**src/rtl/lock_pkg.sv**
```systemverilog
// rtl/lock_pkg.sv - shared types and constants for the keypad lock sequencer
package lock_pkg;

  localparam int PIN_W = 16;
  localparam logic [3:0] BLANK_DIGIT = 4'hF;

  typedef enum logic [2:0] {
    ST_LOCKED   = 3'd0,
    ST_UNLOCKED = 3'd1,
    ST_LOCKOUT  = 3'd2,
    ST_NEW_PIN  = 3'd3,
    ST_CONFIRM  = 3'd4
  } lock_state_t;

endpackage

```
**src/rtl/lock_timer.sv**
```systemverilog
// rtl/lock_timer.sv - loadable down-counter shared by lockout, auto-lock and adjust timeouts
module lock_timer #(
  parameter int W = 14
) (
  input  logic         clk_500Hz,
  input  logic         rst,
  input  logic         load,
  input  logic [W-1:0] load_val,
  input  logic         run,
  output logic         expired
);

  logic [W-1:0] count;

  always_ff @(posedge clk_500Hz) begin
    if (rst) begin
      count <= '0;
    end else if (load) begin
      count <= load_val;
    end else if (run && (count != '0)) begin
      count <= count - 1'b1;
    end
  end

  assign expired = run && (count == '0);

endmodule

```
**src/rtl/lock_controller.sv**
```systemverilog
// rtl/lock_controller.sv - PIN compare, lockout, auto-relock and PIN-change sequencing
module lock_controller
  import lock_pkg::*;
#(
  parameter logic [PIN_W-1:0] DEFAULT_PIN      = 16'h1234,
  parameter int               MAX_FAILS        = 3,
  parameter int               LOCKOUT_CYCLES   = 15000,
  parameter int               AUTO_LOCK_CYCLES = 5000,
  parameter int               ADJ_TIMEOUT      = 5000
) (
  input  logic             clk_500Hz,
  input  logic             rst,
  input  logic [PIN_W-1:0] userPin,
  input  logic             validPin,
  input  logic             lock_btn,
  input  logic             adjust_btn,
  output logic             status,
  output logic [2:0]       state_code,
  output logic [2:0]       fail_count,
  output logic             alarm,
  output logic             pin_changed,
  output logic             pin_error
);

  localparam int MAX_AB = (LOCKOUT_CYCLES > AUTO_LOCK_CYCLES) ? LOCKOUT_CYCLES : AUTO_LOCK_CYCLES;
  localparam int MAX_T  = (MAX_AB > ADJ_TIMEOUT) ? MAX_AB : ADJ_TIMEOUT;
  localparam int TW     = (MAX_T > 1) ? $clog2(MAX_T) : 1;

  localparam logic [TW-1:0] LOCKOUT_VAL = TW'(LOCKOUT_CYCLES - 1);
  localparam logic [TW-1:0] AUTO_VAL    = (AUTO_LOCK_CYCLES == 0) ? '0 : TW'(AUTO_LOCK_CYCLES - 1);
  localparam logic [TW-1:0] ADJ_VAL     = TW'(ADJ_TIMEOUT - 1);
  localparam logic          AUTO_EN     = (AUTO_LOCK_CYCLES != 0);

  lock_state_t      state, state_n;
  logic [2:0]       fail_n;
  logic [PIN_W-1:0] stored_pin, stored_n;
  logic [PIN_W-1:0] pending_pin, pending_n;
  logic             changed_n, error_n;
  logic             tmr_load, tmr_run, expired;
  logic [TW-1:0]    tmr_val;

  lock_timer #(.W(TW)) u_timer (
    .clk_500Hz (clk_500Hz),
    .rst       (rst),
    .load      (tmr_load),
    .load_val  (tmr_val),
    .run       (tmr_run),
    .expired   (expired)
  );

  always_ff @(posedge clk_500Hz) begin
    if (rst) begin
      state       <= ST_LOCKED;
      stored_pin  <= DEFAULT_PIN;
      pending_pin <= '0;
      fail_count  <= '0;
      status      <= 1'b0;
      state_code  <= 3'd0;
      alarm       <= 1'b0;
      pin_changed <= 1'b0;
      pin_error   <= 1'b0;
    end else begin
      state       <= state_n;
      stored_pin  <= stored_n;
      pending_pin <= pending_n;
      fail_count  <= fail_n;
      status      <= (state_n == ST_UNLOCKED);
      state_code  <= state_n;
      alarm       <= (state_n == ST_LOCKOUT);
      pin_changed <= changed_n;
      pin_error   <= error_n;
    end
  end

  always_comb begin
    state_n   = state;
    fail_n    = fail_count;
    stored_n  = stored_pin;
    pending_n = pending_pin;
    changed_n = 1'b0;
    error_n   = 1'b0;
    tmr_load  = 1'b0;
    tmr_val   = '0;
    tmr_run   = 1'b0;
    case (state)
      ST_LOCKED: begin
        if (validPin) begin
          if (userPin == stored_pin) begin
            state_n  = ST_UNLOCKED;
            fail_n   = '0;
            tmr_load = 1'b1;
            tmr_val  = AUTO_VAL;
          end else if (({1'b0, fail_count} + 4'd1) >= 4'(MAX_FAILS)) begin
            state_n  = ST_LOCKOUT;
            fail_n   = '0;
            error_n  = 1'b1;
            tmr_load = 1'b1;
            tmr_val  = LOCKOUT_VAL;
          end else begin
            fail_n  = fail_count + 3'd1;
            error_n = 1'b1;
          end
        end
      end
      ST_LOCKOUT: begin
        tmr_run = 1'b1;
        if (expired) state_n = ST_LOCKED;
      end
      ST_UNLOCKED: begin
        tmr_run = AUTO_EN;
        if (lock_btn || expired) begin
          state_n = ST_LOCKED;
        end else if (adjust_btn) begin
          state_n  = ST_NEW_PIN;
          tmr_load = 1'b1;
          tmr_val  = ADJ_VAL;
        end
      end
      ST_NEW_PIN, ST_CONFIRM: begin
        tmr_run = 1'b1;
        // Abort and timeout both dominate a same-cycle entry.
        if (lock_btn || expired) begin
          state_n  = ST_UNLOCKED;
          tmr_load = 1'b1;
          tmr_val  = AUTO_VAL;
        end else if (validPin) begin
          tmr_load = 1'b1;
          tmr_val  = ADJ_VAL;
          if (state == ST_NEW_PIN) begin
            pending_n = userPin;
            state_n   = ST_CONFIRM;
          end else if (userPin == pending_pin) begin
            stored_n  = pending_pin;
            changed_n = 1'b1;
            state_n   = ST_UNLOCKED;
            tmr_val   = AUTO_VAL;
          end else begin
            error_n = 1'b1;
            state_n = ST_NEW_PIN;
          end
        end
      end
      default: state_n = ST_LOCKED;
    endcase
  end

endmodule

```
**config.mk**
```make
export PLATFORM = sky130hd
export DESIGN_NAME = lock_controller
export DESIGN_NICKNAME = d
export VERILOG_FILES = /design/src/rtl/lock_pkg.sv /design/src/rtl/lock_timer.sv /design/src/rtl/lock_controller.sv
export SDC_FILE = /design/constraint.sdc
export NUM_CORES = 1
export LEC_CHECK = 0
export CAP_MARGIN = 15
export CORE_MARGIN = 1.5
export CORE_UTILIZATION = 61
export DETAILED_ROUTE_END_ITERATION = 10
export PLACE_DENSITY = 0.82
export SLEW_MARGIN = 15
export SYNTH_ARGS = -nofsm -noshare
export SYNTH_HDL_FRONTEND = slang
export SYNTH_HIERARCHICAL = 1
export SYNTH_SLANG_ARGS = --single-unit
```
**constraint.sdc**
```tcl
create_clock -name clk_500Hz -period 5.6 [get_ports clk_500Hz]
set_clock_uncertainty 0.2 [all_clocks]
set_input_delay 1.12 -clock clk_500Hz [delete_from_list [all_inputs] [get_ports clk_500Hz]]
set_output_delay 1.12 -clock clk_500Hz [all_outputs]
set_load 0.05 [all_outputs]
```
* After elaboration in Yosys (flattened, before gate mapping)
Index checks and enable logic that the tools add are counted.
Storage, ports and cells: register bits 56, bits in latches 0, bits in writable memories 0, ROM bits 0, input bits 21, output and inout port bits 10, word-level logic and storage cells 78, memories kept 0
Operators by class: add/sub/neg operators 3, $mul 0, div/mod/pow operators 0, magnitude comparators 1, equality and inequality tests 8, shift operators 0, multiplexer cells 40, bitwise logic cells 4, reductions and logical operators 13
Operators with widths (number):
- 2-to-1 mux 14 bit | 5
- 2-to-1 mux 13 bit | 4
- one-hot mux 14 bit (3 select lines) | 1
- 2-to-1 mux 3 bit | 11
- equality test 16 bit | 2
- 2-to-1 mux 1 bit | 15
- logical NOT 14 bit | 1
- nonzero test 14 bit | 1
- subtractor 14 x 1 -> 14 bit (second input constant) | 1
- one-hot mux 3 bit (4 select lines) | 1
- equality test 3 x 2 -> 1 bit (second input constant) | 3
- equality test 3 x 1 -> 1 bit (second input constant) | 2
- AND reduction 5 bit | 1
- OR reduction 5 bit | 1
- adder 3 x 1 -> 4 bit (second input constant) | 1
- >= comparator 4 x 2 -> 1 bit (second input constant) | 1
- NOT 1 bit | 4
- AND reduction 4 bit | 1
- OR reduction 4 bit | 1
- adder 3 x 1 -> 3 bit (second input constant) | 1
- equality test 3 bit (second input constant) | 1
- logical NOT 3 bit | 1
- one-hot mux 1 bit (3 select lines) | 1
- logical AND 1 bit | 2
- other kinds (6) | 6

* Depth between registers and ports, before layout
depth in word-level cells 8, mapped depth 14, depth with buffers taken out 12

* Hierarchy
The synthesis kept the hierarchy.
Modules (own cells, without submodules):
- lock_controller | instances 1, cells each 259, area each 2130.8 um^2, seq. area each 840.8 um^2
- lock_timer | instances 1, cells each 105, area each 862.1 um^2, seq. area each 280.3 um^2

* Least setup slack after synthesis
No wires, ideal clock.
path kind reg-to-reg, start point reg u_timer.count[0], end point reg u_timer.count[0], library setup time 0.128 ns, arrival time 2.919 ns, required time 5.272 ns, slack 2.353 ns, stages on the path, launching flop included 15, path buffers 3, period minus slack after synthesis 3.247 ns, cells stage by stage dfxtp_1 -> inv_1 -> ha_1 -> or4b_1 -> clkbuf_1 -> nor4_1 -> and2_1 -> nor3_1 -> a21oi_1 -> a31oi_1 -> o21ai_0 -> clkbuf_1 -> clkbuf_1 -> mux2i_1 -> nor2_1
Between the ends: longest elaborated chain between the ends 6, elaborated cells on any way between the ends 15, those cells by class add/sub: 1; mux: 8; reduce/logical: 6
Ends and longest elaborated chain:
- start, declared | line lock_timer.sv:13 | logic [W-1:0] count;
- start signal, assigned | line lock_timer.sv:19 | count <= load_val;
- start signal, assigned | line lock_timer.sv:21 | count <= count - 1'b1;
- logical NOT 14 bit (*) | line lock_timer.sv:25 | assign expired = run && (count == '0);
- logical AND 1 bit (*) | line lock_timer.sv:25
- via expired | line lock_controller.sv:39 | logic tmr_load, tmr_run, expired;
- logical OR 1 bit (*) | line lock_controller.sv:111, lock_controller.sv:122
- 2-to-1 mux 1 bit, on equally long branches | line lock_controller.sv:122, lock_controller.sv:111
- one-hot mux 1 bit (3 select lines) (*) | line lock_controller.sv:85 | case (state)
- via tmr_load | line lock_controller.sv:39
- 2-to-1 mux 14 bit / nonzero test 2 bit (equally long branches)
Mark *: on every way through the listed nets, which the timed path passes. The rest lies on a longest branch. The select of a mux whose other input is x is not followed. A chain may end at the register's enable or synchronous reset.

* Worst setup path in the final report
start point in userPin[1], end point reg u_timer.count[4]
Between the ends: longest elaborated chain between the ends 5, elaborated cells on any way between the ends 9, those cells by class eq/ne: 1; mux: 7; reduce/logical: 1
Ends and longest elaborated chain:
- start, declared | line lock_controller.sv:13 | input logic [PIN_W-1:0] userPin,
- equality test 16 bit (*) | line lock_controller.sv:88 | if (userPin == stored_pin) begin
- 2-to-1 mux 1 bit (*) | line lock_controller.sv:88
- 2-to-1 mux 1 bit (*) | line lock_controller.sv:87 | if (validPin) begin
- one-hot mux 1 bit (3 select lines) (*) | line lock_controller.sv:85
- via tmr_load | line lock_controller.sv:39
- 2-to-1 mux 14 bit / nonzero test 2 bit (equally long branches)
Mark *: on every way through the listed nets, which the timed path passes. The rest lies on a longest branch.

==> out/qor.log <==
INFO  setup_path     worstPathRequired=5.57ns
INFO  cts            cts_htree_levels=2
INFO  finish         finalInstanceArea=3420squm
INFO  floorplan      placementRows=25
INFO  setup_path     cp-end-kind=flip-flop
INFO  synthesis      ys_seq_elements=56
INFO  routing        routed-via-count=2557
INFO  setup_path     regToRegSetupSlack=1.94ns
INFO  synthesis      ys.warnings.count=6
INFO  grt            grt.met3_usage=5.80%
INFO  finish         num_antenna_cells=0
INFO  synthesis      synth_enable_flop_cells=0
INFO  finish         share_of_cells_above_drive_strength_1=5.96%
INFO  synthesis      syn_inst=364
INFO  grt            largest_net_degree_at_the_start_of_global_routing=57
INFO  routing        route.antenna.remaining_nets=0
INFO  power          power.density=360nW/um^2
INFO  power          static-leakage-power=1.24nW
INFO  setup_path     critical_path_class=in2reg
INFO  floorplan      design.portCount=31
INFO  sta            maximum_operating_frequency=265MHz
INFO  cts            cts.reportedPaths.clkPinSlew=0.10ns
INFO  finish         finish.net_count=408
INFO  place          placed_area=3290squm
INFO  finish         n_fill_cell=379
INFO  routing        wl_per_cell=14.5um
INFO  sta            final_min_period_over_clock_period=67.3%
INFO  cts            clockBufferDepth=2
INFO  grt            grt_util_all_layers=26.2%
INFO  cts            cts.root.buffer_cell=sky130_fd_sc_hd__clkbuf_8
INFO  routing        initialDrtViolationCount=153
INFO  grt            initial_antenna_violation_count=0
INFO  synthesis      synth_largest_type_area_fraction=37.5%
INFO  sta            worst_slew_pin_slew=0.999ns
INFO  grt            grt_first_pass_wirelength=10800um
INFO  finish         most-common-layout-cells=sky130_fd_sc_hd__nand2_1, sky130_fd_sc_hd__dfxtp_1, sky130_fd_sc_hd__a21oi_1
INFO  setup_path     arrival_worst_endpoint=3.74ns
INFO  synthesis      avgSynthCellArea=8.22squm
INFO  sta            timing.slew.headroom=33.4%
INFO  sta            setup-tns-final=0ns
INFO  floorplan      die_y=73.0um
INFO  routing        drt_pre_antenna_iters=4
INFO  cts            tritoncts_num_sinks=56
INFO  cts            cts_tree=yes
INFO  place          portBuffers=30
INFO  place          place.detailed.hpwl=4480um
INFO  power          power.ir.vdd_worst=0.237mV
INFO  routing        vias_per_cell=5.64
INFO  power          design_power_total=0.00123W
INFO  floorplan      floorplan.die_area=5340squm
INFO  cts            cts_made_buffers=5
INFO  finish         post-route-util=72.4%
INFO  status         run_status=finished, final reports clean
INFO  grt            grt_busiest_layer=met2
INFO  synthesis      ys_top_cells_by_area=sky130_fd_sc_hd__dfxtp_1, sky130_fd_sc_hd__nand2_1, sky130_fd_sc_hd__a21oi_1, sky130_fd_sc_hd__xor2_1, sky130_fd_sc_hd__xnor2_1
INFO  cts            cts_resized=0
INFO  grt            use_met2=40.6%
INFO  cts            postCtsSetupRepairBufs=0
INFO  floorplan      chipWidth=73.0um
INFO  sta            hold_viol=0
INFO  grt            use_met1=35.7%
INFO  grt            grt_pass1_vias=2336
INFO  synthesis      postSynth.asyncResetShare=0%
INFO  routing        postRouteWirelength=6580um
INFO  sta            rsz0062_at_grt=no
INFO  cts            hold_fix_buffers_cts=0
INFO  floorplan      core=4720squm
INFO  setup_path     cp-start-kind=input port
INFO  sta            timing.final.crit_period=3.77ns
INFO  synthesis      synth_top_flop_cell=sky130_fd_sc_hd__dfxtp_1
INFO  grt            grt_ovf=0
INFO  cts            insertion_delay=0.31ns
INFO  synthesis      synth.distinct_cells=48
INFO  synthesis      synth_largest_area_cell=sky130_fd_sc_hd__dfxtp_1
INFO  finish         most_common_cell_after_layout_fill_and_taps_aside=sky130_fd_sc_hd__nand2_1
INFO  setup_path     critical_path.max_fanout=16
INFO  synthesis      yosysSeqAreaShare=37.5%
INFO  hold_path      hold_class=reg2reg
INFO  finish         layout_area_overhead=14.2%
INFO  place          gpl_wtd_cong=0.955
INFO  floorplan      initial_cell_density_of_the_core=63.4%
INFO  sta            setup_viol_count_final=0
INFO  routing        drc=0
INFO  run            max-cap-violations=0
INFO  sta            finalMaxSlewViolations=0
INFO  synthesis      netlist_area=2990squm
==> registers in the layout, summed over array words and instances, names as in the netlist <==
signal / flops
pin_changed: 1
alarm: 1
stored_pin: 16
fail_count: 3
u_timer/count: 14
status: 1
state: 3
pending_pin: 16
pin_error: 1
==> cell usage after synthesis (4+ instances only) <==
cell / instances
sky130_fd_sc_hd__nand4_1: 6
sky130_fd_sc_hd__nand3b_1: 6
sky130_fd_sc_hd__nor2_1: 10
sky130_fd_sc_hd__a21oi_1: 46
sky130_fd_sc_hd__or3_1: 6
sky130_fd_sc_hd__dfxtp_1: 56
sky130_fd_sc_hd__xor2_1: 23
sky130_fd_sc_hd__o21a_1: 7
sky130_fd_sc_hd__inv_1: 11
sky130_fd_sc_hd__nand2_1: 62
sky130_fd_sc_hd__xnor2_1: 20
sky130_fd_sc_hd__nor3_1: 10
sky130_fd_sc_hd__or4_1: 4
sky130_fd_sc_hd__clkbuf_1: 13
sky130_fd_sc_hd__a211oi_1: 4
sky130_fd_sc_hd__nor4_1: 10
sky130_fd_sc_hd__o21ai_0: 22
sky130_fd_sc_hd__buf_2: 4
==> path summary, 6_finish.rpt <==
path               startpoint               end  cells after the start
max reg2reg  u_timer/count[0]  u_timer/count[4]                     12
max                userPin[1]  u_timer/count[4]                      9
min            pending_pin[1]     stored_pin[1]                      2
min reg2reg    pending_pin[1]     stored_pin[1]                      2
==> metal layers <==
metal	vias up	wire, um
met2	65	3050
li1	1309	-
met4	0	115
met3	10	351
met1	1173	3060
met5	-	0
==> logic make-up after synthesis <==
group | synth area share, %
compound gates | 18.1
buf+inv | 4.68
flops | 37.5
other cells | 0.125
simple gates | 24.9
mux | 1.38
xor+xnor | 12.6
fa+ha+maj | 0.836
==> power breakdown <==
part | leakage (nW) | internal, W | switching (W)
registers | 0.453 | 0.000442 | 0.0000540
clock network | 0.0645 | 0.000158 | 0.000135
logic | 0.726 | 0.000191 | 0.000252
total | 1.24 | 0.000791 | 0.000441
==> through the flow <==
stage,instances,hold WS (ns),setup slack (ns)
2_1_floorplan,367,0.257,2.35
3_3_place_gp,445,0.264,1.56
3_5_place_dp,445,0.272,1.57
4_1_cts,453,0.283,1.86
5_1_grt,453,0.304,1.59
6_report,453,0.283,1.83
==> worst max-delay path, stage by stage <==
cell and delay [ns]:
sky130_fd_sc_hd__clkdlybuf4s50_1 0.48, sky130_fd_sc_hd__xnor2_1 0.28, sky130_fd_sc_hd__nand4_1 0.20, sky130_fd_sc_hd__nor4_4 0.38, sky130_fd_sc_hd__nor3_1 0.11, sky130_fd_sc_hd__o21ai_1 0.57, sky130_fd_sc_hd__buf_4 0.33, sky130_fd_sc_hd__mux2i_1 0.21
sky130_fd_sc_hd__nor2_1 0.05
==> cell type report <==
type / count / area (sq um) / area share, %
Multi-Input combinational cell: 280 / 1740 / 51.0
Sequential cell: 56 / 1120 / 32.8
Timing Repair Buffer: 31 / 303 / 8.86
Clock buffer: 7 / 96.3 / 2.82
Tap cell: 67 / 83.8 / 2.45
Inverter: 11 / 41.3 / 1.21
Clock inverter: 1 / 30.0 / 0.878
Note: power is estimated with default switching activity, not from simulation.
